==> src/rtl/video_timing_gen.sv <==
// Raster timing generator: x/y counters, render strobes, line interrupt, frame counter,
// and a pix_ce-aligned pipeline feeding registered RGB/sync/DE pins.
module video_timing_gen #(
    parameter int H_ACTIVE   = 640,
    parameter int H_FP       = 16,
    parameter int H_SYNC     = 96,
    parameter int H_BP       = 48,
    parameter int V_ACTIVE   = 480,
    parameter int V_FP       = 10,
    parameter int V_SYNC     = 2,
    parameter int V_BP       = 33,
    parameter int CNT_W      = 10,
    parameter int COLOR_BITS = 4,
    parameter int PIPE_DELAY = 2,
    parameter bit HSYNC_POL  = 1'b0,
    parameter bit VSYNC_POL  = 1'b0
) (
    input  logic                    clk,
    input  logic                    rst_n,
    input  logic                    pix_ce,
    input  logic [3*COLOR_BITS-1:0] palette_rgb_data,
    input  logic [CNT_W-1:0]        line_cmp,
    output logic [CNT_W-1:0]        h_pos,
    output logic [CNT_W-1:0]        v_pos,
    output logic                    next_pixel,
    output logic                    next_line,
    output logic                    next_frame,
    output logic                    vblank_pulse,
    output logic                    line_irq,
    output logic [15:0]             frame_count,
    output logic [COLOR_BITS-1:0]   vga_r,
    output logic [COLOR_BITS-1:0]   vga_g,
    output logic [COLOR_BITS-1:0]   vga_b,
    output logic                    vga_hsync,
    output logic                    vga_vsync,
    output logic                    vga_de
);
    localparam int H_TOTAL = H_ACTIVE + H_FP + H_SYNC + H_BP;
    localparam int V_TOTAL = V_ACTIVE + V_FP + V_SYNC + V_BP;

    // One extra bit so sync-end bounds equal to the total still fit.
    localparam logic [CNT_W:0] H_MAX    = (CNT_W+1)'(H_TOTAL - 1);
    localparam logic [CNT_W:0] V_MAX    = (CNT_W+1)'(V_TOTAL - 1);
    localparam logic [CNT_W:0] V_PRE    = (CNT_W+1)'(V_TOTAL - 2);
    localparam logic [CNT_W:0] V_LASTA  = (CNT_W+1)'(V_ACTIVE - 1);
    localparam logic [CNT_W:0] H_ACT    = (CNT_W+1)'(H_ACTIVE);
    localparam logic [CNT_W:0] V_ACT    = (CNT_W+1)'(V_ACTIVE);
    localparam logic [CNT_W:0] HS_START = (CNT_W+1)'(H_ACTIVE + H_FP);
    localparam logic [CNT_W:0] HS_END   = (CNT_W+1)'(H_ACTIVE + H_FP + H_SYNC);
    localparam logic [CNT_W:0] VS_START = (CNT_W+1)'(V_ACTIVE + V_FP);
    localparam logic [CNT_W:0] VS_END   = (CNT_W+1)'(V_ACTIVE + V_FP + V_SYNC);

    logic [CNT_W-1:0] h_q, h_d, v_q, v_d;
    logic [15:0]      frame_q;
    logic [CNT_W:0]   hx, vx;
    logic             h_last, v_last;
    logic             hsync_raw, vsync_raw, active_raw;

    logic [PIPE_DELAY-1:0]   hs_pipe_q, vs_pipe_q, de_pipe_q;
    logic [3*COLOR_BITS-1:0] rgb_q;
    logic                    hsync_q, vsync_q, de_q;

    assign hx     = {1'b0, h_q};
    assign vx     = {1'b0, v_q};
    assign h_last = (hx == H_MAX);
    assign v_last = (vx == V_MAX);

    always_comb begin
        h_d = h_last ? '0 : h_q + 1'b1;
        v_d = v_q;
        if (h_last) v_d = v_last ? '0 : v_q + 1'b1;
    end

    assign hsync_raw  = (hx >= HS_START) && (hx < HS_END);
    assign vsync_raw  = (vx >= VS_START) && (vx < VS_END);
    assign active_raw = (hx < H_ACT) && (vx < V_ACT);

    always_ff @(posedge clk or negedge rst_n) begin
        if (!rst_n) begin
            h_q       <= '0;
            v_q       <= '0;
            frame_q   <= '0;
            hs_pipe_q <= '0;
            vs_pipe_q <= '0;
            de_pipe_q <= '0;
            rgb_q     <= '0;
            hsync_q   <= ~HSYNC_POL;
            vsync_q   <= ~VSYNC_POL;
            de_q      <= 1'b0;
        end else if (pix_ce) begin
            h_q <= h_d;
            v_q <= v_d;
            if (h_last && v_last) frame_q <= frame_q + 16'd1;
            hs_pipe_q[0] <= hsync_raw;
            vs_pipe_q[0] <= vsync_raw;
            de_pipe_q[0] <= active_raw;
            for (int i = 1; i < PIPE_DELAY; i++) begin
                hs_pipe_q[i] <= hs_pipe_q[i-1];
                vs_pipe_q[i] <= vs_pipe_q[i-1];
                de_pipe_q[i] <= de_pipe_q[i-1];
            end
            // Palette data arrives aligned with the tail of the pipeline.
            rgb_q   <= de_pipe_q[PIPE_DELAY-1] ? palette_rgb_data : '0;
            de_q    <= de_pipe_q[PIPE_DELAY-1];
            hsync_q <= ~(hs_pipe_q[PIPE_DELAY-1] ^ HSYNC_POL);
            vsync_q <= ~(vs_pipe_q[PIPE_DELAY-1] ^ VSYNC_POL);
        end
    end

    // Strobes are combinational so they coincide with the pix_ce that consumes them.
    assign next_pixel   = pix_ce;
    assign next_line    = pix_ce && h_last;
    assign next_frame   = pix_ce && h_last && (vx == V_PRE);
    assign vblank_pulse = pix_ce && h_last && (vx == V_LASTA);
    assign line_irq     = pix_ce && (h_q == '0) && (v_q == line_cmp);

    assign h_pos       = h_q;
    assign v_pos       = v_q;
    assign frame_count = frame_q;
    assign vga_r       = rgb_q[3*COLOR_BITS-1:2*COLOR_BITS];
    assign vga_g       = rgb_q[2*COLOR_BITS-1:COLOR_BITS];
    assign vga_b       = rgb_q[COLOR_BITS-1:0];
    assign vga_hsync   = hsync_q;
    assign vga_vsync   = vsync_q;
    assign vga_de      = de_q;
endmodule

==> config.mk <==
export PLATFORM = sky130hd
export DESIGN_NAME = video_timing_gen
export DESIGN_NICKNAME = d
export VERILOG_FILES = /design/src/rtl/video_timing_gen.sv
export SDC_FILE = /design/constraint.sdc
export NUM_CORES = 1
export LEC_CHECK = 0
export ABC_CLOCK_PERIOD_IN_PS = 6400
export BUFFER_PORTS_ARGS = -buffer_cell sky130_fd_sc_hd__clkbuf_2
export CORE_ASPECT_RATIO = 0.9
export CORE_MARGIN = 2
export CORE_UTILIZATION = 44
export CTS_BUF_LIST = sky130_fd_sc_hd__clkbuf_16
export DETAILED_ROUTE_END_ITERATION = 8
export PLACE_DENSITY = 0.69
export SYNTH_ARGS = -nofsm -noshare
export SYNTH_HDL_FRONTEND = slang
export SYNTH_SLANG_ARGS = --single-unit
==> constraint.sdc <==
create_clock -name clk -period 6.4 [get_ports clk]
set_input_delay 0 -clock clk [delete_from_list [all_inputs] [get_ports clk]]
set_output_delay 0 -clock clk [all_outputs]
set_load 0.005 [all_outputs]
==> results.md <==
Outcome:
- The run finished with clean final reports.

CTS:
- The cell sitting at the root of the clock tree is a sky130_fd_sc_hd__clkbuf_16.
- In this run the post-CTS setup repair buffer count came out at 0.
- The TritonCTS buffer count is 9.
- Post-CTS repair changed the size of 0 cells.
- TritonCTS built the clock tree.
- The clock latency at the later pin of the worst-skew pair is 330 ps.
- The number of hold buffers added after CTS is 13.
- CTS saw 57 sinks.
- The H-tree was split into 3 levels.
- The clock passes through at most 2 buffers.
- After clock tree synthesis, the clock-pin slew on the worst setup and hold paths is 50 ps.

Worst setup path:
- Along the worst path, the maximum fanout reaches 18.
- Data on the critical path arrives at its endpoint at 2470 ps.
- The setup path with the least slack is of type reg2out.
- The number of cell instances on the worst register-to-register path is 4.
- The register-to-register setup slack is 3930 ps.
- Data on the critical path is required at its endpoint by 6400 ps.
- STA classifies the critical path endpoint as an output pin.
- The worst setup path is launched from a flip-flop.

Timing:
- The count of final max-slew check failures is 0.
- The upper clock frequency limit is 405 MHz.
- The setup TNS is 0 ps.
- For the pin with the worst max-slew slack, the measured transition is 912 ps.
- The final clock skew is 6.59 ps.
- The fraction of the cycle the final worst path needs is 0.386.
- The max-slew headroom at the worst pin is 0.392.
- For the finished layout, the period the worst path requires is 2470 ps.
- Setup violations remaining at the end of the flow were counted as 0.
- The total count of hold-check failures in the final report is 0.
- Setup repair after global routing left no endpoint under its margin.
- After layout, the worst setup slack is 3930 ps.

Synth:
- By area the synthesized netlist is led by sky130_fd_sc_hd__dfrtp_1 47%, sky130_fd_sc_hd__xor2_1 6.6%, sky130_fd_sc_hd__nand3_1 5.0%, sky130_fd_sc_hd__xnor2_1 4.2%, sky130_fd_sc_hd__o21ai_0 3.3%.
- The total of flip-flops plus latches after synthesis is 57.
- The most frequently used cell type in the post-synthesis netlist is sky130_fd_sc_hd__dfrtp_1.
- Averaged over all synthesized cells, the footprint is 10.2 sq um.
- The distinct cell type count of the synthesized netlist is 39.
- The post-synthesis cell type with the largest combined area is sky130_fd_sc_hd__dfrtp_1.
- In the synthesized netlist the dominant register cell turns out to be sky130_fd_sc_hd__dfrtp_1.
- The yosys synthesis warning count is 0.
- Counting every net in the synthesized netlist gives 316.
- The synthesized area is 0.00291 sq mm.
- Counting flops with a built-in enable in the synthesized netlist gives 0.
- Ranked by instance count, the synthesized netlist is headed by 55 x sky130_fd_sc_hd__dfrtp_1, 29 x sky130_fd_sc_hd__nand3_1, 25 x sky130_fd_sc_hd__inv_1, 22 x sky130_fd_sc_hd__xor2_1, 19 x sky130_fd_sc_hd__o21ai_0.
- Of all flip-flops after synthesis, the portion carrying an async set or reset was 1.00.
- Synthesis produced a netlist whose cell count is 285.
- The share of synthesized area in the top cell type comes to 0.474.
- The share of the Yosys chip area taken by registers is 0.492.

Pwr:
- Power spread over the standard cell area amounts to 281 mW/mm^2.
- The sequential group share of total power is 0.377.
- Of the total power, the share spent switching nets is 0.224.
- The part of the power in combinational logic is 0.088.
- The reported net switching power is 243 uW.
- In this run the static leakage power is 1.94 nW.
- The internal portion of the total power is 841 uW.
- The share of total power dissipated in the clock network is 0.535.
- Across the VDD grid, the largest voltage drop is 0.220 mV.

Hold path:
- The number of instances on the worst hold path is 5.
- The worst hold-check path type is in2out.

Finish:
- In the final layout, the multi-input gates occupy 0.00131 sq mm.
- For this run, the post-layout net count is 408.
- Registers take 0.00143 sq mm.
- In the final layout, the share of cells above drive strength 1 is 0.291.
- Fill cells in the final layout number 565.
- The antenna diode count is 0.
- From synthesis to final layout, the design area changed by 32.5%.

Drt:
- The remaining number of nets flagged by the antenna check after routing is 0.
- For this block, the initial DRC count from the detailed router was 148.
- The via density per instance is 5.14.
- The average wire per standard cell is 14.2 um.
- For this run, the detailed router's first-pass iteration total came to 4.
- After detailed routing, the total wire length is 6720 um.
- In the routed design, unresolved DRC markers number 0.
- The overall via count from detail_route is 2427.

Run:
- The number of max-cap violations is 0.

Global routing:
- For this run the aggregate overflow at the end of global routing stands at 0.
- Across every metal layer, demand over resource in global routing totals 0.199.
- The via count of the first global-routing pass is 2308.
- The initial antenna violation count came to 0.
- The pin count of the biggest net entering global routing is 58.
- The global-route wire length before repair is 10900 um.

Floorplan:
- The die area is 0.00727 sq mm.
- The height of the die is 81.1 um.
- 81 I/O pins were placed.
- The initial utilization of the core area, before any placement, comes to 0.448.
- After floorplanning, the core was divided into 28 placement rows.
- The core footprint is 0.00648 sq mm.
- The die extent in x is 89.7 um.

Place:
- At the end of routability-driven placement, the weighted congestion stood at 0.844.
- The HPWL after detailed placement is 4400 um.
- The pre-CTS worst setup slack is 3930 ps.
- Port buffering added 80 buffers.
==> through the flow <==
step | power (mW) | instances | hold WS (ps) | util | area (sq um)
detailed placement | 0.503 | 443 | 199 | 0.518 | 3360
global route | 1.13 | 472 | 392 | 0.594 | 3850
global placement | 0.500 | 443 | 187 | 0.518 | 3360
finish | 1.08 | 472 | 358 | 0.594 | 3850
floorplan | 0.455 | 285 | -296 | - | 2910
CTS | 1.10 | 472 | 363 | 0.594 | 3850
==> worst paths after layout <==
| check | from | end |
|---|---|---|
| min reg2reg | hs_pipe_q[1] | vga_hsync |
| max reg2reg | v_pos[6] | frame_count[1] |
| max in group asynchronous | rst_n | v_pos[2] |
| max | h_pos[5] | vblank_pulse |
| min | line_cmp[6] | line_irq |
| min in group asynchronous | rst_n | rgb_q[4] |
==> worst max-delay path, cell delays in order (launching register included) <==
cell                       delay, ps
sky130_fd_sc_hd__dfrtp_1         460
sky130_fd_sc_hd__and4bb_2        400
sky130_fd_sc_hd__nand4_1         240
sky130_fd_sc_hd__clkinv_1        420
sky130_fd_sc_hd__nand2_1         120
sky130_fd_sc_hd__nor4_1          310
sky130_fd_sc_hd__clkbuf_2        170
==> area by class of cell <==
type	count	share of cell area
timing repair buffer	94	0.140
multi-input combinational	189	0.341
clock inverter	7	0.0351
tap	90	0.0292
inverter	26	0.0253
sequential	57	0.371
clock buffer	9	0.0585
==> power by group through the flow <==
| stage | clock [mW] | sequential [mW] | combinational (mW) |
|---|---|---|---|
| global placement | 0 | 0.411 | 0.0884 |
| CTS | 0.591 | 0.407 | 0.0965 |
| floorplan | 0 | 0.402 | 0.0526 |
| global route | 0.607 | 0.411 | 0.110 |
| finish | 0.580 | 0.408 | 0.0956 |
| detailed placement | 0 | 0.413 | 0.0899 |
==> per-layer routing <==
metal	up-vias	track usage	wire length, um
met2	77	0.310	3150
met1	1160	0.256	3090
met5	-	0	0
met3	9	0.0701	413
met4	0	0.0687	75
li1	1181	-	-
==> cells in the final DEF, fill, tap and decap left out, drive strengths merged, types with 3 or more instances in the layout <==
cell type / count
clkbuf: 89
dfrtp: 55
nand3: 29
inv: 26
xor2: 22
o21ai: 19
nand2: 17
xnor2: 14
dlygate4sd3: 13
nor4: 13
nand4: 12
nor2: 10
mux2: 6
ha: 6
nor3: 6
and4: 4
mux2i: 4
bufinv: 4
or3: 3
and3: 3
a21oi: 3
or4: 3
==> cell families after synthesis <==
group,Yosys count,share of synthesized area
and+or+nand+nor,108,0.224
xor gates and xnor gates,36,0.108
buffers and inverters,39,0.0568
muxes,10,0.0370
adders and majority gates,6,0.0258
AOI/OAI and AO/OA,29,0.0560
DFF,57,0.492
==> registers in the layout, indices dropped and copies added (netlist names) <==
signal	count
h_pos	10
frame_count	16
vga_de	1
vga_vsync	1
vga_hsync	1
v_pos	10
rgb_q	12
de_pipe_q	2
vs_pipe_q	2
hs_pipe_q	2
No activity file was read; power rests on OpenSTA's default activity.
